### src/rtl/rv_gated_reg.sv
// rv_gated_reg: latch-gated, enable-qualified register plus an ungated one-cycle pipeline copy.
// Define RV_CLKGATE_BYPASS_EN (FPGA) to drop the latch/gated clock and use a D-input enable mux.
module rv_gated_reg #(
  parameter int WIDTH = 32,
  parameter int SLICE = 32
) (
  input  logic             clk,
  input  logic             rst,
  input  logic             en,
  input  logic             scan_mode,
  input  logic             clk_override,
  input  logic [WIDTH-1:0] din,
  output logic [WIDTH-1:0] dout,
  output logic [WIDTH-1:0] dout_raw,
  output logic             l1clk
);

  localparam int NSLICE = (WIDTH + SLICE - 1) / SLICE;

  logic [WIDTH-1:0] raw_r;

`ifdef RV_CLKGATE_BYPASS_EN
  logic unused_dft_s;
  assign unused_dft_s = scan_mode ^ clk_override;
`else
  logic gen_s;
  // rst keeps the gate open so a synchronous reset always reaches the flops
  assign gen_s = en | rst | scan_mode | clk_override;
`endif

  for (genvar k = 0; k < NSLICE; k++) begin : g_slice
    localparam int LO = k * SLICE;
    localparam int HI = ((k + 1) * SLICE > WIDTH) ? (WIDTH - 1) : ((k + 1) * SLICE - 1);

    logic [HI-LO:0] q_r;
    logic           gclk_s;

`ifdef RV_CLKGATE_BYPASS_EN
    assign gclk_s = clk;

    // Slice register with the enable folded into the D input
    always_ff @(posedge clk) begin
      if (rst) begin
        q_r <= '0;
      end else if (en) begin
        q_r <= din[HI:LO];
      end else begin
        q_r <= q_r;
      end
    end
`else
    logic latch_q_r;

    // Gate latch: transparent only while clk is low, so gen glitches in the high phase cannot pulse
    always_latch begin
      if (!clk) begin
        latch_q_r = gen_s;
      end
    end

    assign gclk_s = clk & latch_q_r;

    // Slice register on the gated clock; the en mux holds value when the gate is forced open
    always_ff @(posedge gclk_s) begin
      if (rst) begin
        q_r <= '0;
      end else if (en) begin
        q_r <= din[HI:LO];
      end else begin
        q_r <= q_r;
      end
    end
`endif

    assign dout[HI:LO] = q_r;

    if (k == 0) begin : g_l1clk
      assign l1clk = gclk_s;
    end
  end

  // Ungated pipeline copy of din
  always_ff @(posedge clk) begin
    if (rst) begin
      raw_r <= '0;
    end else begin
      raw_r <= din;
    end
  end

  assign dout_raw = raw_r;

endmodule

### config.mk
export PLATFORM = sky130hd
export DESIGN_NAME = rv_gated_reg
export DESIGN_NICKNAME = d
export VERILOG_FILES = /design/src/rtl/rv_gated_reg.sv
export SDC_FILE = /design/constraint.sdc
export NUM_CORES = 1
export LEC_CHECK = 0
export BUFFER_PORTS_ARGS = -buffer_cell sky130_fd_sc_hd__buf_2
export CAP_MARGIN = 10
export CELL_PAD_IN_SITES_DETAIL_PLACEMENT = 1
export CELL_PAD_IN_SITES_GLOBAL_PLACEMENT = 2
export CORE_MARGIN = 1
export CORE_UTILIZATION = 27
export CTS_BUF_LIST = sky130_fd_sc_hd__clkbuf_4 sky130_fd_sc_hd__clkbuf_8
export DETAILED_ROUTE_END_ITERATION = 10
export PLACE_DENSITY = 0.78
export SETUP_SLACK_MARGIN = 0.4
export SKIP_CTS_REPAIR_TIMING = 1
export SLEW_MARGIN = 20
export SYNTH_ARGS = -nofsm -noshare
export SYNTH_HDL_FRONTEND = slang
export SYNTH_SLANG_ARGS = --single-unit
### constraint.sdc
create_clock -name clk -period 1.1 [get_ports clk]
set_input_delay 0.11 -clock clk [delete_from_list [all_inputs] [get_ports clk]]
set_output_delay 0.11 -clock clk [all_outputs]
set_load 0.02 [all_outputs]
# Word-level counts from Yosys, hierarchy flattened
# Cells that the tools add are included.
# W data, S select, Z words.
word_totals:
  register_bits: 64
  latchBits: 1
  in_bits: 37
  output_inout_bits: 65
  wordCells: 8
op_classes:
  muxes: 1
  bitwise_logic: 4
ops:
  columns: ["cell", "n"]
  rows:
  - ["$or A1 B1 Y1", 3]
  - ["$and A1 B1 Y1", 1]
  - ["$mux W1", 1]

# Logic depth before layout (Yosys ltp)
# Gate-level depths: netlist (run 1).
logic_depth:
  word_depth: 4
  ltp_mapped: 4
  ltp_nobuf: 2

==> impl_metrics.tcl, run 1 <==
set metrics [dict create \
    timing.final.setup_violations 66 \
    drc 0 \
    crit_arrival_ns 2.18 \
    netlist_area_mm2 0.00203 \
    synth.avg_cell_area_um2 11.6 \
    drive_gt1_frac 0.607 \
    numPortBuffers 101 \
    totalNegativeSetupSlack_ns -13.80 \
    unrepaired_setup_endpoints_after_global_routing "true" \
    worst_r2r_path_depth 3 \
    netlist-cell-type-count 11 \
    use_met1 0.138 \
    setup.worst_path.end_class "primary output" \
    pwr_density_cell_mw_per_mm2 1690 \
    synth_largest_type_area_fraction 0.632 \
    power.total_w 0.00642 \
    timing.critical_path.from "g_slice[0].latch_q_r" \
    synth_area_leader_cell "sky130_fd_sc_hd__dfxtp_1" \
    cts_tree "built" \
    place.detailed.instances 367 \
    drt_pass1_iterations 4 \
    dp_hpwl_um 3300 \
    ios 102 \
    clkTransAtPathRegs_ns 0.07 \
    worst_ir_drop_vdd_v 0.000903 \
    r2r_slack_ns 0.36 \
    drt-initial-drc-count 13 \
    syn2layout_area_growth_pct 87.6 \
    timing.final.ws_setup_ns -1.19 \
    overflow_left_after_global_routing 0 \
    hold_critical_path_endpoint "g_slice[0].latch_q_r" \
    cp_common_cell "sky130_fd_sc_hd__buf_8" \
    clock_insertion_delay_worst_skew_ns 0.77 \
    final_worst_hold_slack_ns -0.281 \
    gr-usage-met2 0.199 \
    viasPerCell 4.11 \
    finalWirelength_um 5860 \
    diodes 0 \
    synthCells 174 \
    violated_checks "negative hold slack, negative setup slack" \
    mappedNetlistNets 211 \
    hold_wc_startpoint "scan_mode" \
    commonest_cells_after_routing_fill_and_taps_aside "64 x sky130_fd_sc_hd__dfxtp_2, 64 x sky130_fd_sc_hd__buf_6, 36 x sky130_fd_sc_hd__buf_2" \
    final-seq-area_mm2 0.00138 \
    first_pass_grt_wire_length_um 7450 \
    cpLargestDelayFamily "latches" \
    globalRoute.busiestLayer "met2" \
    synth_seq_cells 65 \
    layout.cells.non_filler 427 \
    die_width_um 88.6 \
    place.gp.congestion 0.623 \
    slew_headroom 0.837 \
    crit_path_cell_trace "and2_4 > buf_8 > buf_8 > buf_8" \
    yosysWarningCount 0 \
    grt.total_usage 0.134 \
    critical_path.reg2reg.endpoint "dout[17]" \
    netlist_top_cells_area "sky130_fd_sc_hd__dfxtp_1 63%, sky130_fd_sc_hd__mux2i_1 16%, sky130_fd_sc_hd__nor2b_1 8.0%" \
    start_util 0.279 \
    grt_start_max_net_pins 41 \
    rows 31 \
    critical_path_peak_fanout 2 \
    nNetsFinal 361 \
    area_of_the_die_mm2 0.00785 \
    timing_max_transition_violations_final 0 \
    max_stage_delay_ns 0.41 \
    reg2reg_from "dout[17]" \
    max-cap-violations 0 \
    startpoint_type "latch" \
    hold_depth 2 \
    antenna_found_initial 0 \
    routed_wl_per_cell_um 13.7 \
    fin_skew_ns 0 \
    detail-route-antenna-nets 0 \
    finalHoldViolCount 33 \
    run_status "finished with violations" \
    cellLeakagePower_nw 1.78 \
    first_global_vias 1581 \
    chipHeight_um 88.6 \
    worst_path_bufs_invs 3 \
    slowest_stage "sky130_fd_sc_hd__dlxtn_2" \
    timing_worst_slew_pin_value_ns 0.245 \
    crit_type "latch2out" \
    via_total_after_detailed_routing 1754 \
    core_mm2 0.00725 \
    met3_usage 0.0802 \
    multi_input_area_um2 668 \
    cp_data_required_time_ns 0.99 \
    holdCritPathClass "in2latch" \
    num-fill-cells 774 \
]
layer usage:
layer  part of all wire  up-vias
li1                   -      853
met1               0.37      807
met2               0.52       78
met3              0.080       16
met4              0.027        0
met5                  0        -
sequential cells by signal (all words and copies together) (netlist names):
| signal | flops |
|---|---|
| g_slice.latch_q_r | 1 |
| dout_raw | 32 |
| dout | 32 |
synthesized netlist by cell type (all sizes together):
| cell type | n |
|---|---|
| dfxtp | 64 |
| buf | 5 |
| clkbuf | 6 |
| nor2 | 32 |
| and2 | 1 |
| dlxtn | 1 |
| and2b | 6 |
| nor2b | 26 |
| mux2i | 32 |
| or4 | 1 |
cells by family after synthesis:
kind of cell           synth area share
latches                         0.00741
buffers and inverters            0.0315
muxes                             0.158
and+or+nand+nor                   0.170
DFF                               0.632
through the flow:
stage	utilization	cell area (um^2)	setup WS, ns
floorplan	-	2060	-0.207
global placement	0.365	2650	-0.374
detailed placement	0.365	2650	-0.384
CTS	0.408	2960	-1.33
global route	0.524	3800	-1.24
finish	0.524	3800	-1.19
worst max path at each step:
stage               endpoint  cells past startpoint  slack (ns)
finish                 l1clk                      4       -1.19
detailed placement     l1clk                      2       -0.38
floorplan              l1clk                      1       -0.21
CTS                    l1clk                      4       -1.33
global route           l1clk                      4       -1.24
global placement       l1clk                      2       -0.37
report_power, final:
part           switching (W)  internal, W  total (W)
sequential         0.0000793      0.00244    0.00252
clock                0.00112      0.00191    0.00303
combinational       0.000386     0.000482   0.000867
total                0.00159      0.00483    0.00642
layout make-up:
class                           count  area share
Clock buffer                       26      0.0869
Tap cell                           99      0.0326
Multi-Input combinational cell     98       0.176
Timing Repair Buffer              139       0.342
Sequential cell                    65       0.362
worst register-to-register path, delay by kind of cell, from the launching register on:
kind,cells,cell delay [ns]
buf+inv,1,0.13
flops,1,0.33
mux,1,0.12
simple gates,1,0.06
No activity file was read; power rests on OpenSTA's default activity.
==> run 2, diff against run 1 <==
==> constraint.sdc (replaced) <==
create_clock -name clk -period 1.1 [get_ports clk]
set_input_delay 0 -clock clk [delete_from_list [all_inputs] [get_ports clk]]
set_output_delay 0 -clock clk [all_outputs]
set_load 0.02 [all_outputs]
==> run 2 against run 1 <==
Effect of this change: the run still ends with negative hold slack, negative setup slack left; combinational power increased by 4.4%; wire length increased by 8.2%; sequential share of layout area decreased by 0.71 points; final cell count increased by 1.9%; register-to-register slack got worse by 0.03 ns; critical endpoint unchanged.
==> impl_metrics.tcl, run 2 (same netlist as run 1, synthesis figures left out) <==
set metrics [dict create \
    crit_path_cell_trace "and2_4 > buf_8 > buf_8 > buf_8" \
    timing_max_transition_violations_final 0 \
    nNetsFinal 372 \
    pwr_density_cell_mw_per_mm2 1610 \
    drc 0 \
    place_worst_setup_slack_ns -0.261 \
    worst_ir_drop_vdd_v 0.00104 \
    max-cap-violations 0 \
    num-fill-cells 787 \
    critical_path_peak_fanout 2 \
    startpoint_type "latch" \
    clkTransAtPathRegs_ns 0.08 \
    place.gp.congestion 0.650 \
    max_stage_delay_ns 0.41 \
    worst_path_bufs_invs 3 \
    antenna_found_initial 0 \
    timing.final.setup_violations 66 \
    cellLeakagePower_nw 1.82 \
    r2r_slack_ns 0.33 \
    cp_data_required_time_ns 1.10 \
    syn2layout_area_growth_pct 91.4 \
    chipHeight_um 88.6 \
    drive_gt1_frac 0.571 \
    slowest_stage "sky130_fd_sc_hd__dlxtn_2" \
    finalWirelength_um 6330 \
    fin_skew_ns 0 \
    first_pass_grt_wire_length_um 7600 \
    timing.final.ws_setup_ns -1.09 \
    slew_headroom 0.534 \
    drt_pass1_iterations 2 \
    run_status "finished with violations" \
    core_mm2 0.00725 \
    power.total_w 0.00626 \
    viasPerCell 4.18 \
    overflow_left_after_global_routing 0 \
    commonest_cells_after_routing_fill_and_taps_aside "64 x sky130_fd_sc_hd__dfxtp_2, 64 x sky130_fd_sc_hd__buf_6, 46 x sky130_fd_sc_hd__dlygate4sd3_1" \
    holdCritPathClass "in2latch" \
    routed_wl_per_cell_um 14.6 \
    numPortBuffers 101 \
    final-seq-area_mm2 0.00138 \
    setup.worst_path.end_class "primary output" \
    final_util 0.535 \
    crit_arrival_ns 2.19 \
    cts_tree "built" \
    via_total_after_detailed_routing 1820 \
    unrepaired_setup_endpoints_after_global_routing "true" \
    area_of_the_die_mm2 0.00785 \
    cp_common_cell "sky130_fd_sc_hd__buf_8" \
    grt.total_usage 0.137 \
    final_worst_hold_slack_ns -0.390 \
    die_width_um 88.6 \
    first_global_vias 1569 \
    cpLargestDelayFamily "latches" \
    ios 102 \
    multi_input_area_um2 668 \
    violated_checks "negative hold slack, negative setup slack" \
    start_util 0.279 \
    timing_worst_slew_pin_value_ns 0.697 \
    rows 31 \
    finalHoldViolCount 33 \
    dp_hpwl_um 3250 \
    crit_type "latch2out" \
    diodes 0 \
    grt_start_max_net_pins 43 \
    detail-route-antenna-nets 0 \
    drt-initial-drc-count 48 \
    clock_insertion_delay_worst_skew_ns 0.76 \
]
[run 2: through the flow]
step                      instances  setup TNS (ns)  cell area [um^2]
final                           435           -7.19              3880
after global routing            435          -10.81              3880
after CTS                       388          -11.42              2920
after detailed placement        366          -0.261              2640
after global placement          366          -0.265              2640
after floorplan                 174         -0.0970              2030
[run 2: path summary, 6_finish.rpt]
kind	cells past startpoint	end	from
min in group gated	0	clock gate	g_slice[0].latch_q_r
worst min register to register	2	dout[11]	dout[11]
worst max-delay path	4	l1clk	g_slice[0].latch_q_r
worst min-delay path	2	g_slice[0].latch_q_r	clk_override
max in group gated	0	clock gate	g_slice[0].latch_q_r
worst max register to register	3	dout[24]	dout[24]
[run 2: per-layer routing]
layer	global-route usage	wire length, um	vias to the layer above
li1	-	-	868
met1	0.146	2300	857
met2	0.196	3410	76
met3	0.0830	469	19
met4	0.109	156	0
met5	0	0	-
[run 2: power breakdown]
part	switching (W)	internal, W
clock	0.00116	0.00167
sequential	0.0000810	0.00244
combinational	0.000398	0.000507
total	0.00164	0.00462
[run 2: cell type report]
type,count,area share
multi-input combinational,98,0.172
timing repair buffer,150,0.365
sequential,65,0.355
clock buffer,20,0.0720
tap,99,0.0319
clock inverter,3,0.00323
==> run 3, diff against run 2 <==
==> constraint.sdc (replaced) <==
create_clock -name clk -period 1.1 [get_ports clk]
set_input_delay 0.22 -clock clk [delete_from_list [all_inputs] [get_ports clk]]
set_output_delay 0.22 -clock clk [all_outputs]
set_load 0.02 [all_outputs]
==> run 3 against run 2 <==
Effect of this change: the run still ends with negative hold slack, negative setup slack left; hold slack gained 0.19 ns; first-iteration DRC count shrank 65%; clock power grew 12%; final cell count shrank 0.69%.
==> impl_metrics.tcl, run 3 (same netlist as run 1, synthesis figures left out) <==
set metrics [dict create \
    power.sequential.fraction 0.383 \
    unrepaired_setup_endpoints_after_global_routing "true" \
    area_of_the_die_mm2 0.00785 \
    routed_wl_per_cell_um 14.7 \
    p_switching_w 0.00167 \
    critical_path.reg2reg.endpoint "dout[29]" \
    finalWirelength_um 6360 \
    startpoint_type "latch" \
    slew_headroom 0.731 \
    syn2layout_area_growth_pct 91.2 \
    worst_ir_drop_vdd_v 0.00101 \
    use_met1 0.145 \
    antenna_found_initial 0 \
    finalHoldViolCount 47 \
    start_util 0.279 \
    chipHeight_um 88.6 \
    drc 0 \
    worst_r2r_path_depth 2 \
    commonest_cells_after_routing_fill_and_taps_aside "64 x sky130_fd_sc_hd__dfxtp_2, 64 x sky130_fd_sc_hd__buf_6, 37 x sky130_fd_sc_hd__dlygate4sd3_1" \
    swShare 0.253 \
    max-cap-violations 0 \
    timing_max_transition_violations_final 0 \
    via_total_after_detailed_routing 1794 \
    fin_skew_ns 0 \
    dp_hpwl_um 3420 \
    combinationalPowerShare 0.136 \
    first_global_vias 1592 \
    diodes 0 \
    final_worst_hold_slack_ns -0.198 \
    run_status "finished with violations" \
    core_mm2 0.00725 \
    ios 102 \
    met3_usage 0.0756 \
    place.gp.congestion 0.624 \
    setup.worst_path.end_class "primary output" \
    timing_worst_slew_pin_value_ns 0.402 \
    clock_insertion_delay_worst_skew_ns 0.86 \
    clkTransAtPathRegs_ns 0.07 \
    pwr_density_cell_mw_per_mm2 1700 \
    r2r_slack_ns 0.43 \
    holdCritPathClass "in2reg" \
    numPortBuffers 101 \
    worst_setup_ep "l1clk" \
    timing.final.ws_setup_ns -1.28 \
    rows 31 \
    grt.total_usage 0.137 \
    die_width_um 88.6 \
    violated_checks "negative hold slack, negative setup slack" \
    placedInstanceArea_mm2 0.00268 \
    num-fill-cells 763 \
    intPower_w 0.00493 \
    timing.critical_path.from "g_slice[0].latch_q_r" \
    cellLeakagePower_nw 1.82 \
    first_pass_grt_wire_length_um 7610 \
    viasPerCell 4.15 \
    reg2reg_from "dout[29]" \
    gr-usage-met2 0.210 \
    place_worst_setup_slack_ns -0.579 \
    totalNegativeSetupSlack_ns -24.40 \
    nNetsFinal 367 \
    drt-initial-drc-count 17 \
    overflow_left_after_global_routing 0 \
    detail-route-antenna-nets 0 \
    drt_pass1_iterations 4 \
    crit_arrival_ns 2.16 \
    final_area_mm2 0.00387 \
    grt_start_max_net_pins 39 \
    timing.final.setup_violations 66 \
    globalRoute.busiestLayer "met2" \
    cp_data_required_time_ns 0.88 \
    power.clock.fraction 0.481 \
    critical_path_peak_fanout 2 \
    crit_type "latch2out" \
    drive_gt1_frac 0.601 \
    cts_tree "built" \
]
==> run 3: cell count changes in the layout (fill, tap and decap cells not counted), sizes merged <==
cell / change
clkbuf: +5
buf: +4
clkinv: -3
dlygate4sd3: -9
==> run 3: layout make-up <==
type / instances / area, um^2 / area share
Clock buffer: 26 / 343 / 0.0885
Multi-Input combinational cell: 98 / 668 / 0.172
Sequential cell: 65 / 1380 / 0.356
Tap cell: 99 / 124 / 0.0320
Timing Repair Buffer: 144 / 1360 / 0.351
==> run 3: metal layers <==
| metal | part of all wire | wire (um) | vias to the layer above |
|---|---|---|---|
| met3 | 0.079 | 501 | 14 |
| li1 | - | - | 864 |
| met1 | 0.37 | 2370 | 839 |
| met4 | 0.020 | 127 | 0 |
| met2 | 0.53 | 3370 | 77 |
| met5 | 0 | 0 | - |
==> run 3: power by group through the flow <==
stage               combinational (W)  clock, W  sequential (W)
floorplan                    0.000221  0.000273         0.00268
global placement             0.000629  0.000303         0.00251
detailed placement           0.000638  0.000303         0.00251
CTS                          0.000639   0.00313         0.00246
global route                 0.000963   0.00343         0.00254
finish                       0.000898   0.00317         0.00252
==> run 3: worst min path at each step <==
| stage | slack, ns | endpoint | start | cells past startpoint |
|---|---|---|---|---|
| global route | -0.20 | dout[5] | rst | 3 |
| finish | -0.20 | dout[31] | rst | 3 |
| CTS | -0.33 | dout[8] | din[8] | 3 |
| floorplan | 0.23 | clock gate | g_slice[0].latch_q_r | 0 |
| global placement | 0.23 | clock gate | g_slice[0].latch_q_r | 0 |
| detailed placement | 0.23 | clock gate | g_slice[0].latch_q_r | 0 |
==> run 3: per-stage QoR <==
stage	total power, W	instances	hold WS (ns)	util
floorplan	0.00318	174	0.230	-
global placement	0.00344	370	0.235	0.370
detailed placement	0.00345	370	0.232	0.370
CTS	0.00623	394	-0.334	0.414
global route	0.00693	432	-0.204	0.534
finish	0.00659	432	-0.198	0.534
==> run 3: critical path, cell delays in order, from the launching register on <==
cell and delay, ns:
sky130_fd_sc_hd__dlxtn_2 0.41, sky130_fd_sc_hd__and2_4 0.16, sky130_fd_sc_hd__buf_8 0.10, sky130_fd_sc_hd__buf_8 0.08
sky130_fd_sc_hd__buf_8 0.09
